<file path="config.mk">
export PLATFORM = sky130hd
export DESIGN_NAME = atm_pin_entry
export DESIGN_NICKNAME = d
export VERILOG_FILES = /design/src/rtl/atm_pin_entry.sv
export SDC_FILE = /design/constraint.sdc
export NUM_CORES = 1
export LEC_CHECK = 0
export CAP_MARGIN = 30
export CORE_ASPECT_RATIO = 0.8
export CORE_MARGIN = 2
export CORE_UTILIZATION = 48
export DETAILED_ROUTE_END_ITERATION = 8
export PLACE_DENSITY = 0.83
export SLEW_MARGIN = 15
export SYNTH_ARGS = -nofsm -noshare
export SYNTH_HDL_FRONTEND = slang
export SYNTH_SLANG_ARGS = --single-unit
</file>
<file path="constraint.sdc">
create_clock -name clk -period 1.5 [get_ports clk]
set_input_delay 0.3 -clock clk [delete_from_list [all_inputs] [get_ports clk]]
set_output_delay 0.3 -clock clk [all_outputs]
set_load 0.02 [all_outputs]
</file>
<file path="src/rtl/atm_pin_entry.sv">
// atm_pin_entry: keypad PIN-entry unit for the ATM controller.
//
// While en is high the block collects BCD digits from the keypad, compares the
// finished entry with the card PIN and reports the result to the control unit.
// It abandons an entry after TIMEOUT quiet cycles and locks out permanently
// (until rst) after MAX_TRIES consecutive failed entries.
//
// Ports
//   clk        system clock, rising edge
//   rst        asynchronous active-high reset
//   en         high while the control unit is in password entry / check
//   key_valid  one-cycle strobe qualifying key_code
//   key_code   0-9 digit, 4'hA backspace, 4'hB enter, other codes ignored
//   ref_pin    card PIN, first digit in the most significant nibble
//   sf         entry finished (level)
//   sv         PIN correct, meaningful while sf is high
//   tmo        finished entry ended by timeout
//   locked     sticky lockout
//   count      digits currently buffered
module atm_pin_entry #(
  parameter int unsigned DIGITS    = 4,
  parameter int unsigned TIMEOUT   = 1000,
  parameter int unsigned MAX_TRIES = 3
) (
  input  logic                         clk,
  input  logic                         rst,
  input  logic                         en,
  input  logic                         key_valid,
  input  logic [3:0]                   key_code,
  input  logic [4*DIGITS-1:0]          ref_pin,
  output logic                         sf,
  output logic                         sv,
  output logic                         tmo,
  output logic                         locked,
  output logic [$clog2(DIGITS+1)-1:0]  count
);

  localparam int unsigned CntW  = $clog2(DIGITS + 1);
  localparam int unsigned FailW = $clog2(MAX_TRIES + 1);
  localparam int unsigned TmrW  = (TIMEOUT > 1) ? $clog2(TIMEOUT) : 1;

  localparam logic [CntW-1:0]  CntFull = CntW'(DIGITS);
  localparam logic [FailW-1:0] FailMax = FailW'(MAX_TRIES);
  localparam logic [TmrW-1:0]  TmrLast = TmrW'(TIMEOUT - 1);

  localparam logic [3:0] KeyMaxDigit = 4'd9;
  localparam logic [3:0] KeyBack     = 4'hA;
  localparam logic [3:0] KeyEnter    = 4'hB;

  typedef enum logic [1:0] {
    StIdle,
    StCollect,
    StCheck,
    StDone
  } state_e;

  state_e                    state_q, state_d;
  logic [DIGITS-1:0][3:0]    digits_q, digits_d;
  logic [CntW-1:0]           count_q, count_d;
  logic [TmrW-1:0]           timer_q, timer_d;
  logic [FailW-1:0]          fails_q, fails_d;
  logic                      locked_q, locked_d;
  logic                      sf_q, sf_d;
  logic                      sv_q, sv_d;
  logic                      tmo_q, tmo_d;

  logic                      key_digit;
  logic                      key_back;
  logic                      key_enter;
  logic                      pin_match;
  logic [FailW-1:0]          fails_inc;
  logic                      fails_hit_max;

  assign key_digit = key_valid && (key_code <= KeyMaxDigit);
  assign key_back  = key_valid && (key_code == KeyBack);
  assign key_enter = key_valid && (key_code == KeyEnter);

  // Slot i of the buffer holds the i-th typed digit, which lines up with the
  // i-th nibble of ref_pin counted from the most significant end.
  always_comb begin
    pin_match = 1'b1;
    for (int i = 0; i < int'(DIGITS); i++) begin
      if (digits_q[i] != ref_pin[4*(int'(DIGITS)-1-i) +: 4]) begin
        pin_match = 1'b0;
      end
    end
  end

  // Saturating failure count; lockout triggers as soon as it reaches the limit.
  assign fails_inc     = (fails_q == FailMax) ? fails_q : fails_q + 1'b1;
  assign fails_hit_max = (fails_inc == FailMax);

  always_comb begin
    state_d  = state_q;
    digits_d = digits_q;
    count_d  = count_q;
    timer_d  = timer_q;
    fails_d  = fails_q;
    locked_d = locked_q;
    sv_d     = sv_q;
    tmo_d    = tmo_q;

    if (!en) begin
      // Leaving entry from any state abandons everything except the try history.
      state_d  = StIdle;
      digits_d = '0;
      count_d  = '0;
      timer_d  = '0;
      sv_d     = 1'b0;
      tmo_d    = 1'b0;
    end else begin
      unique case (state_q)
        StIdle: begin
          digits_d = '0;
          count_d  = '0;
          timer_d  = '0;
          if (locked_q) begin
            state_d = StDone;
            sv_d    = 1'b0;
            tmo_d   = 1'b0;
          end else begin
            state_d = StCollect;
          end
        end

        StCollect: begin
          if (key_valid) begin
            // Any strobe proves the customer is still there, even if ignored.
            timer_d = '0;
            if (key_digit) begin
              if (count_q < CntFull) begin
                for (int i = 0; i < int'(DIGITS); i++) begin
                  if (count_q == CntW'(i)) begin
                    digits_d[i] = key_code;
                  end
                end
                count_d = count_q + 1'b1;
              end
            end else if (key_back) begin
              if (count_q != '0) begin
                count_d = count_q - 1'b1;
              end
            end else if (key_enter) begin
              if (count_q == CntFull) begin
                state_d = StCheck;
              end
            end
          end else if (timer_q == TmrLast) begin
            state_d  = StDone;
            tmo_d    = 1'b1;
            sv_d     = 1'b0;
            fails_d  = fails_inc;
            if (fails_hit_max) begin
              locked_d = 1'b1;
            end
          end else begin
            timer_d = timer_q + 1'b1;
          end
        end

        StCheck: begin
          state_d = StDone;
          tmo_d   = 1'b0;
          if (pin_match) begin
            fails_d = '0;
            sv_d    = 1'b1;
          end else begin
            fails_d = fails_inc;
            sv_d    = 1'b0;
            if (fails_hit_max) begin
              locked_d = 1'b1;
            end
          end
        end

        StDone: begin
          state_d = StDone;
        end

        default: begin
          state_d = StIdle;
        end
      endcase
    end

    sf_d = (state_d == StDone);
  end

  always_ff @(posedge clk or posedge rst) begin
    if (rst) begin
      state_q  <= StIdle;
      digits_q <= '0;
      count_q  <= '0;
      timer_q  <= '0;
      fails_q  <= '0;
      locked_q <= 1'b0;
      sf_q     <= 1'b0;
      sv_q     <= 1'b0;
      tmo_q    <= 1'b0;
    end else begin
      state_q  <= state_d;
      digits_q <= digits_d;
      count_q  <= count_d;
      timer_q  <= timer_d;
      fails_q  <= fails_d;
      locked_q <= locked_d;
      sf_q     <= sf_d;
      sv_q     <= sv_d;
      tmo_q    <= tmo_d;
    end
  end

  assign sf     = sf_q;
  assign sv     = sv_q;
  assign tmo    = tmo_q;
  assign locked = locked_q;
  assign count  = count_q;

endmodule

</file>
==> flow_summary.json <==
{
  "fin_total_pwr_mw": 2.21,
  "required_ns": 1.74,
  "place_ws_ns": -0.516,
  "async_flop_share_pct": 100,
  "vias": 2018,
  "htreeDepth": 2,
  "layout.cells.non_filler": 340,
  "cts_buffer_depth": 2,
  "syn_area_mm2": 0.00206,
  "num_rows": 21,
  "path_cells": "ha_4 > nand4_1 > buf_6 > buf_12 > o31ai_4 > buf_4 > or3_4 > a21oi_2",
  "io_pins": 31,
  "ys_ff_latch": 37,
  "gp_congestion": 0.835,
  "cp_slowest_cell": "dfrtp_1",
  "clk_latency_ns": 0.31,
  "setup.worst_path.class": "register to register",
  "grt.total_usage_pct": 24.8,
  "grt_overflow": 0,
  "numPortBuffers": 30,
  "path_buf_inv": 3,
  "synth_top_area_share_pct": 44.8,
  "grt_max_degree": 38,
  "cp-end-kind": "register",
  "drtAntennaViolNets": 0,
  "cpLargestDelayFamily": "simple AND/OR/NAND/NOR gates",
  "core-area_mm2": 0.00415,
  "synthToLayoutAreaGrowth_pct": 53.5,
  "antenna_found_initial": 0,
  "seq_area_frac_synth_pct": 44.8,
  "synth_edf_count": 0,
  "yosysUniqueCellTypes": 43,
  "slowest_delay_ns": 0.42,
  "run_status": "finished with violations",
  "worstMarginPinSlew_ns": 0.432,
  "via_per_inst": 5.94,
  "layout-drive-gt1-share_pct": 37.9,
  "finalClockSkew_ns": 0.00602,
  "drt_iter0_drc": 199,
  "synthCells": 197,
  "fin_ws_ns": -0.199,
  "syn_avg_cell_area_um2": 10.5,
  "nets": 312,
  "vdd_drop_max_mv": 0.443,
  "final_common_cell": "buf_4",
  "wire_per_inst_um": 20.3,
  "synth_ff_type": "dfrtp_1",
  "maxSlewHeadroom_pct": 71.1,
  "timing.final.crit_share_pct": 113,
  "die_x_um": 77.3,
  "hold_slack_ns": 0.355,
  "fp.dieH_um": 62.7,
  "dr.pass1.iters": 4,
  "hold_class": "input port to async pin",
  "post-place-cells": 315,
  "slew_viol_final": 0,
  "start_util_pct": 49.7,
  "max_cap_viol_count": 0,
  "mostFrequentLayoutCells": "42 x buf_4, 34 x dfrtp_1, 18 x clkdlybuf4s50_1, 15 x xnor2_1, 12 x a22o_1",
  "cts_tree": "done",
  "post-route-min-period_ns": 1.70,
  "rsz0062_at_grt": "true",
  "drc": 0,
  "leakage_nw": 1.41,
  "hold_viol_final": 0,
  "cp-start-kind": "register",
  "grt_pass1_vias": 2002,
  "synth.area.top_cells": "dfrtp_1 45%, xnor2_1 6.4%, a22o_1 5.1%",
  "setup_viol": 21,
  "clk_pin_slew_ns": 0.08,
  "clockRootBuffer": "clkbuf_8",
  "final_core_util_pct": 76.3,
  "cts.sinks": 37,
  "critPathMaxFanout": 4,
  "synth_area_leader_cell": "dfrtp_1",
  "p_per_area_mw_per_mm2": 698,
  "syn-num-nets": 228,
  "cts-buffers-inserted": 5,
  "worstPathArrival_ns": 1.94,
  "violations": "setup timing",
  "synth_warnings": 0,
  "drt_wl_total_um": 6890,
  "grt_pass1_wl_um": 9420,
  "hpwl_um": 3900,
  "dieArea_mm2": 0.00484,
  "fmax_mhz": 589
}
## flip-flops by register name, indices dropped and copies added (netlist names)
name	flops
digits_q	16
timer_q	10
count	3
fails_q	2
state_q	2
locked	1
sf	1
sv	1
tmo	1
## final timing paths
kind                            start  slack [ns]          end  depth (start not counted)
max in group asynchronous         rst        0.93     count[0]                          3
min in group clk            key_valid        0.48   timer_q[0]                          3
min reg2reg                        sv        0.50           sv                          1
max reg2reg                timer_q[0]       -0.20   timer_q[7]                          8
min                               rst        0.35  digits_q[6]                          3
max                        timer_q[0]       -0.20   timer_q[7]                          8
## worst min-delay path, delay by kind of cell
| kind | cells | cell delay [ns] |
|---|---|---|
| buffers and inverters | 3 | 0.72 |
## per-layer routing
layer	routed length, µm	track usage (%)	part of all wire (%)	up-vias
li1	-	-	-	891
met1	2890	32.6	42	992
met2	3270	40.8	47	100
met3	458	4.77	6.6	35
met4	269	9.82	3.9	0
met5	0	0	0	-
## cell type report
type / instances / area (µm²)
antenna: 1 / 2.50
clock buffer: 6 / 72.6
clock inverter: 2 / 10.0
fill: 288 / 982
inverter: 9 / 33.8
multi-input combinational: 145 / 1310
sequential: 37 / 930
tap: 57 / 71.3
timing repair buffer: 83 / 743
## per-stage QoR
stage                     cell area (µm²)  TNS [ns]
after detailed placement             2710    -12.68
after floorplan                      2080   -0.0236
after CTS                            2900    -0.511
after global routing                 3170     -2.88
final                                3170     -1.70
after global placement               2710    -11.37
## Yosys cell counts, types with 2 or more instances
library cell,n
xnor2_1,15
a21bo_2,4
nand2_1,11
buf_2,4
o21ai_0,6
nand4b_1,3
o31ai_1,4
nor2b_1,3
ha_1,7
o21ai_1,2
and4_1,3
xor2_1,8
a22o_1,12
nor2_1,13
o2bb2ai_1,8
nor4_4,2
dfrtp_1,37
and3_1,3
nor3_1,3
a21oi_1,4
or3_1,2
inv_1,9
nand4_1,4
nand3_1,11
## where the power goes
part           internal [mW]  leakage, nW  switching [mW]  total [mW]
Clock                  0.323       0.0450           0.394       0.716
Combinational          0.238        0.871           0.226       0.464
Sequential              1.02        0.493          0.0162        1.03
Total                   1.58         1.41           0.636        2.21
## kinds of logic after synthesis
logic type               share of synthesized area [%]
flip-flops                                        44.8
adder cells (fa/ha/maj)                           4.24
XOR/XNOR                                          9.76
multiplexers                                     0.545
buffers and inverters                             3.33
AO/OA/AOI/OAI                                     18.3
AND/OR/NAND/NOR                                   19.0
## timing repair
action,in CTS,in global routing
resized for setup,28,47
setup endpoints to repair,36,32
pin swaps,12,19
buffers inserted,8,9
hold buffers,0,0
Power figures use the tool's default switching activity.
